--- config.mk ---
export PLATFORM = sky130hd
export DESIGN_NAME = load_store_unit
export DESIGN_NICKNAME = d
export VERILOG_FILES = /design/src/rtl/load_store_unit_pkg.sv /design/src/rtl/load_store_unit.sv
export SDC_FILE = /design/constraint.sdc
export NUM_CORES = 1
export LEC_CHECK = 0
export ABC_AREA = 1
export CAP_MARGIN = 20
export CORE_ASPECT_RATIO = 1.2
export CORE_UTILIZATION = 49
export DETAILED_ROUTE_END_ITERATION = 16
export GPL_TIMING_DRIVEN = 0
export PLACE_DENSITY = 0.78
export SYNTH_ARGS = -nofsm -noshare
export SYNTH_HDL_FRONTEND = slang
export SYNTH_SLANG_ARGS = --single-unit
--- constraint.sdc ---
create_clock -name clk_i -period 4.3 [get_ports clk_i]
set_clock_uncertainty 0.05 [all_clocks]
set_input_delay 0.645 -clock clk_i [delete_from_list [all_inputs] [get_ports clk_i]]
set_output_delay 0.645 -clock clk_i [all_outputs]
set_load 0.01 [all_outputs]
--- src/rtl/load_store_unit_pkg.sv ---
// load_store_unit_pkg: FSM states, size/access encodings and helpers for the load/store unit
package load_store_unit_pkg;
  typedef enum logic [2:0] {
    S_IDLE     = 3'd0,
    S_ISSUE_LO = 3'd1,
    S_CAPT_LO  = 3'd2,
    S_ISSUE_HI = 3'd3,
    S_CAPT_HI  = 3'd4,
    S_DONE     = 3'd5
  } state_e;
  localparam logic SZ_BYTE   = 1'b0;
  localparam logic SZ_HALF   = 1'b1;
  localparam logic ACC_LOAD  = 1'b0;
  localparam logic ACC_STORE = 1'b1;
  function automatic logic is_issue(input state_e s);
    return s == S_ISSUE_LO || s == S_ISSUE_HI;
  endfunction
endpackage

--- src/rtl/load_store_unit.sv ---
// load_store_unit: nRisc data-memory initiator, splits halfwords into two little-endian byte accesses
//  clk_i/rst_ni         clock, asynchronous active-low reset
//  req_*_i / req_ready_o one request at a time, accepted on valid&&ready
//  resp_valid_o/rdata_o one-cycle completion pulse with load data (0 for stores)
//  mem_*                byte-wide memory port; read sampled at posedge, write at negedge
module load_store_unit
  import load_store_unit_pkg::*;
#(
  parameter int ADDR_W = 8,
  parameter int DATA_W = 8
) (
  input  logic                clk_i,
  input  logic                rst_ni,
  input  logic                req_valid_i,
  output logic                req_ready_o,
  input  logic                req_write_i,
  input  logic                req_half_i,
  input  logic                req_signed_i,
  input  logic [ADDR_W-1:0]   req_addr_i,
  input  logic [2*DATA_W-1:0] req_wdata_i,
  output logic                resp_valid_o,
  output logic [2*DATA_W-1:0] resp_rdata_o,
  output logic [ADDR_W-1:0]   mem_addr_o,
  output logic [DATA_W-1:0]   mem_wdata_o,
  output logic                mem_read_o,
  output logic                mem_write_o,
  input  logic [DATA_W-1:0]   mem_rdata_i
);
  state_e state_q, state_d;
  logic wr_q, half_q, sgn_q, wr_d, half_d, sgn_d, accept;
  logic [ADDR_W-1:0] addr_q, addr_d;
  logic [2*DATA_W-1:0] wdata_q, wdata_d, resp_d;
  logic [DATA_W-1:0] lo_q;
  assign req_ready_o = state_q == S_IDLE;
  assign accept = req_ready_o && req_valid_i;
  assign wr_d    = accept ? req_write_i  : wr_q;
  assign half_d  = accept ? req_half_i   : half_q;
  assign sgn_d   = accept ? req_signed_i : sgn_q;
  assign addr_d  = accept ? req_addr_i   : addr_q;
  assign wdata_d = accept ? req_wdata_i  : wdata_q;
  always_comb begin
    state_d = accept ? S_ISSUE_LO
            : state_q == S_ISSUE_LO ? (wr_q == ACC_STORE ? (half_q == SZ_HALF ? S_ISSUE_HI : S_DONE) : S_CAPT_LO)
            : state_q == S_CAPT_LO  ? (half_q == SZ_HALF ? S_ISSUE_HI : S_DONE)
            : state_q == S_ISSUE_HI ? (wr_q == ACC_STORE ? S_DONE : S_CAPT_HI)
            : state_q == S_CAPT_HI  ? S_DONE
            : S_IDLE;
  end
  // DONE is entered from the capture of the last byte, so mem_rdata_i holds that byte here
  assign resp_d = wr_q == ACC_STORE ? '0
                : half_q == SZ_BYTE ? {{DATA_W{sgn_q & mem_rdata_i[DATA_W-1]}}, mem_rdata_i}
                : {mem_rdata_i, lo_q};
  always_ff @(posedge clk_i or negedge rst_ni) begin
    if (!rst_ni) begin
      state_q      <= S_IDLE;
      wr_q         <= 1'b0;
      half_q       <= 1'b0;
      sgn_q        <= 1'b0;
      addr_q       <= '0;
      wdata_q      <= '0;
      lo_q         <= '0;
      resp_valid_o <= 1'b0;
      resp_rdata_o <= '0;
      mem_addr_o   <= '0;
      mem_wdata_o  <= '0;
      mem_read_o   <= 1'b0;
      mem_write_o  <= 1'b0;
    end else begin
      state_q      <= state_d;
      wr_q         <= wr_d;
      half_q       <= half_d;
      sgn_q        <= sgn_d;
      addr_q       <= addr_d;
      wdata_q      <= wdata_d;
      lo_q         <= state_q == S_CAPT_LO ? mem_rdata_i : lo_q;
      resp_valid_o <= state_d == S_DONE;
      resp_rdata_o <= state_d == S_DONE ? resp_d : resp_rdata_o;
      mem_addr_o   <= state_d == S_ISSUE_HI ? addr_q + ADDR_W'(1) : addr_d;
      mem_wdata_o  <= state_d == S_ISSUE_HI ? wdata_q[2*DATA_W-1:DATA_W] : wdata_d[DATA_W-1:0];
      mem_read_o   <= is_issue(state_d) && wr_d == ACC_LOAD;
      mem_write_o  <= is_issue(state_d) && wr_d == ACC_STORE;
    end
  end
endmodule

# Word level (Yosys, flattened, before mapping)
# Index checks and enable logic that the tools add are counted.
[word_totals]
regBits = 73
latchBits = 0
ram_bits = 0
rom_bits = 0
input_bits = 38
output_inout_bits = 36
elab_cells = 44
memories = 0
[op_classes]
add_sub_neg = 1
n_mul = 0
div_mod_pow = 0
magnitude_cmp = 0
n_eq_ne = 7
n_shift = 0
mux = 15
bitwise_logic = 2
reduce_logical = 5
[op_table]
columns = ["op", "count"]
rows = [
  ["16-bit 2-to-1 mux", 2],
  ["8-bit 2-to-1 mux", 4],
  ["3-bit 2-to-1 mux", 7],
  ["3-bit by 2-bit == test with 1-bit output, second input constant", 3],
  ["8-bit by 1-bit adder with 8-bit output, second input constant", 1],
  ["3-bit by 1-bit == test with 1-bit output, second input constant", 2],
  ["3-bit == test, second input constant", 2],
  ["1-bit logical AND", 3],
  ["3-bit logical NOT", 1],
  ["1-bit 2-to-1 mux", 2],
  ["1-bit AND", 1],
  ["1-bit logical OR", 1],
  ["1-bit inverter", 1],
]

# Depth between registers and ports, before layout
[logic_depth]
ltp_word = 9
mapped_depth = 9
ltp_nobuf = 8

# Worst setup path before layout
# Ideal clock, no wire load.
[synth_timing]
path_type = "flip-flop to output port"
start = "register state_q[0]"
end = "output req_ready_o"
arrival_ns = 1.026
t_required_ns = 3.605
path_slack_ns = 2.579
stages_incl_launch_ff = 5
path_buffers = 1
path_cell_list = "dfrtp_1 > inv_2 > nand2_2 > nor2_4 > clkbuf_1"
[synth_via]
elab_chain_len = 1
[synth_rtl]
columns = ["element", "line_no", "text"]
rows = [
  ["start: declaration", "load_store_unit.sv:29", "state_e state_q, state_d;"],
  ["start signal: assignment", "load_store_unit.sv:69", "state_q <= state_d;"],
  ["3-bit logical NOT", "load_store_unit.sv:34", "assign req_ready_o = state_q == S_IDLE;"],
  ["end: declaration", "load_store_unit.sv:15", "output logic req_ready_o,"],
]
# Every way passes these cells.

# Worst setup path after layout
[layout_timing]
start = "register state_q[1]"
end = "output req_ready_o"
# Same word-level chain as after synthesis.

==> run metrics <==
outcome completed; setup ws final roughly 1.4 ns; TritonCTS clock tree yes; worst-case clock buffer depth 2; number of enable flip-flop cells after synthesis 0; maximum number of pins on one net before global-route repair 74; worst hold path type in -> async; Yosys warnings 0; average vias per placed instance around 5.2; pre-CTS setup slack around 1.7 ns; share of synthesized cell area in and, or, nand and nor gates 0.323; Worst Path Required 3.61 ns; Power per Cell Area between 700 and 800 nW/um2; horizontal die dimension approximately 77 um; final std cells w/o fill about 560; Total GRT Usage 0.239; highest cell delay on the worst timing path about 0.63 ns; synthesis-to-finish area growth 32.2%; Std-Cell Core Area 6490 um2; xor/xnor cell area share of the yosys netlist 0.00529; number of fill cells 561; number of vias after detailed routing between 2000 and 3000; # nets final between 500 and 600; portion of the clock cycle consumed by the worst path in the final layout 0.676; category of the worst setup path launch point flop; H-tree levels 3; clock slew at the register clock pins of the worst setup and hold paths approximately 0.070 ns; Slew @ Worst Pin 0.913 ns; Detailed Routing Iterations Pass 1 5; number of design-rule violations left by the first detailed-router iteration approximately 150; Post-CTS Setup Repair Bufs 0; CTS resizes 0; FP Rows 32; Post-Place Cell Area between 4000 and 5000 um2; antenna violations before repair 0; Placed Cells incl. Taps around 550; multi-input logic area roughly 1300 um2; largest fanout on the critical path 10; worst path buffer plus inverter count 3; count of mapped cells out of synthesis around 390; arrival time of the worst setup path roughly 2.2 ns; placer congestion estimate between 0.8 and 0.9; Num CTS Buffers 9; Post-Route WL a little under 8000 um; vias in the first global route between 2000 and 3000; wire length of the first global-routing pass 13100 um; Root Driver sky130_fd_sc_hd__clkbuf_8; fraction of final layout cells sized beyond drive strength 1 0.0924; number of DRC violations after detailed routing 0; Top Ports 74; hold buffer count at cts 0; Syn Area/Cell 8.52 um2; post-route standard cell area excluding fillers 4380 um2; CP delay by family, top buffers and inverters; maximum achievable frequency 344 MHz; compound-cell area share of the yosys netlist 0.0479; Top FF cell, synth sky130_fd_sc_hd__dfrtp_1; Maximum Capacitance Violations 0; number of failing setup endpoints in the final timing report 0; total grt overflow 0; portion of the post-synthesis area used by sequential elements 0.551; routed length per instance 13.7 um; Slowest-stage cell, CP sky130_fd_sc_hd__clkdlybuf4s50_1; latest clock arrival within the worst-skew pair between 0.3 and 0.4 ns; DIE HEIGHT a little over 90 um; count of state elements after synthesis 73; clock sinks 73; highest ir drop seen on vdd 0.373 mV; Buffers on Ports between 70 and 80; relative slew slack 0.391; effective utilization at floorplan 0.511; area occupied by registers between 1500 and 2000 um2; WHS roughly 0.38 ns; fraction of the mapped netlist area in adder cells 0.00378; leakage power total about 2.2 nW; total standard cell area after synthesis around 3300 um2; Final Max Slew Viols 0; final critical delay including setup and external delays 2.91 ns; remaining number of nets flagged by the antenna check after routing 0; multiplexer share of the synthesized area 0; post-detail-place hpwl roughly 5400 um; RSZ-0062 raised after global routing no; critical path start-end classification reg -> out; area of the die between 7000 and 8000 um2; CP cell instances inv_2 -> nand2_2 -> nor2_4 -> clkbuf_1 -> clkdlybuf4s50_1; combinational family with the most area after synthesis simple AND/OR/NAND/NOR gates; Fin Setup TNS 0 ns; Yosys cell types 26; fraction of registers with async set/reset 1.00; post-synthesis net count 428; Worst setup EP type primary output; Final Hold Viols 0; diode count 0
==> cell usage in the layout (no fill, tap or decap), types with 3 or more instances in the layout <==
| cell | synthesis | final |
|---|---|---|
| sky130_fd_sc_hd__nand2_4 | 3 | 3 |
| sky130_fd_sc_hd__inv_2 | 6 | 6 |
| sky130_fd_sc_hd__o21ai_0 | 10 | 10 |
| sky130_fd_sc_hd__nand3_1 | 61 | 61 |
| sky130_fd_sc_hd__nand2_1 | 141 | 141 |
| sky130_fd_sc_hd__bufinv_16 | 0 | 3 |
| sky130_fd_sc_hd__clkbuf_1 | 8 | 8 |
| sky130_fd_sc_hd__a211oi_1 | 8 | 8 |
| sky130_fd_sc_hd__nor3_1 | 8 | 8 |
| sky130_fd_sc_hd__inv_1 | 17 | 17 |
| sky130_fd_sc_hd__nor2_1 | 25 | 25 |
| sky130_fd_sc_hd__dfrtp_1 | 73 | 73 |
| sky130_fd_sc_hd__clkdlybuf4s50_1 | 0 | 71 |
| sky130_fd_sc_hd__buf_6 | 4 | 4 |
| sky130_fd_sc_hd__buf_2 | 5 | 5 |
| sky130_fd_sc_hd__a21oi_1 | 3 | 3 |
| sky130_fd_sc_hd__clkbuf_8 | 3 | 13 |
==> report_power, final <==
group / switching, W / internal (W) / total [W]
Combinational: 0.000956 / 0.000665 / 0.00162
Sequential: 0.000156 / 0.000986 / 0.00114
Clock: 0.000251 / 0.000398 / 0.000650
Total: 0.00136 / 0.00205 / 0.00341
==> cell usage after synthesis, drive strengths merged (2+ instances only) <==
cell type | instances | area (um2)
nand3 | 62 | 323
inv | 23 | 86.3
nand2 | 145 | 569
o21ai | 11 | 58.8
nand4 | 2 | 12.5
nor2 | 27 | 111
nand3b | 2 | 15.0
clkbuf | 11 | 71.3
a21oi | 5 | 40.0
dfrtp | 73 | 1830
nor3 | 8 | 40.0
a211oi | 8 | 60.1
buf | 9 | 70.1
xor2 | 2 | 17.5
==> per-stage QoR <==
step	total power, W	utilization
3_5_place_dp	0.00277	0.638
4_1_cts	0.00343	0.675
2_1_floorplan	0.00218	-
3_3_place_gp	0.00272	0.639
6_report	0.00341	0.675
5_1_grt	0.00367	0.675
==> logic make-up after synthesis <==
logic type	after synthesis
compound gates	24
fa+ha+maj	1
buf+inv	43
xor+xnor	2
simple gates	246
flops	73
==> layout make-up <==
class,instances,share of cell area
Buffer,20,0.0323
Timing Repair Buffer,72,0.164
Sequential cell,73,0.417
Clock buffer,10,0.0314
Tap cell,85,0.0243
Inverter,23,0.0197
Multi-Input combinational cell,273,0.288
Clock inverter,5,0.0237
==> registers in the layout, summed over array words and instances (netlist names) <==
| signal | cells |
|---|---|
| mem_write_o | 1 |
| state_q | 3 |
| wr_q | 1 |
| mem_wdata_o | 8 |
| wdata_q | 16 |
| resp_valid_o | 1 |
| mem_addr_o | 8 |
| sgn_q | 1 |
| half_q | 1 |
| lo_q | 8 |
| addr_q | 8 |
| mem_read_o | 1 |
| resp_rdata_o | 16 |
==> metal layers <==
metal | track usage | routed length (um) | vias up
met1 | 0.296 | 3300 | 1368
met4 | 0.0959 | 181 | 0
met2 | 0.407 | 3830 | 116
met5 | 0 | 0 | -
met3 | 0.0507 | 394 | 19
li1 | - | - | 1417
==> worst paths after layout <==
check | startpoint | endpoint | slack (ns) | cells past startpoint
max | state_q[1]$_DFF_PN0_ | req_ready_o | 1.39 | 5
min | rst_ni | resp_rdata_o[3]$_DFFE_PN0P_ | 0.38 | 1
max reg2reg | state_q[1]$_DFF_PN0_ | mem_wdata_o[4]$_DFF_PN0_ | 2.57 | 7
min reg2reg | resp_rdata_o[2]$_DFFE_PN0P_ | resp_rdata_o[2]$_DFFE_PN0P_ | 0.42 | 2
max in group asynchronous | rst_ni | addr_q[1]$_DFF_PN0_ | 3.21 | 1
min in group clk_i | resp_rdata_o[2]$_DFFE_PN0P_ | resp_rdata_o[2]$_DFFE_PN0P_ | 0.42 | 2
Note: power is estimated with default switching activity, not from simulation.
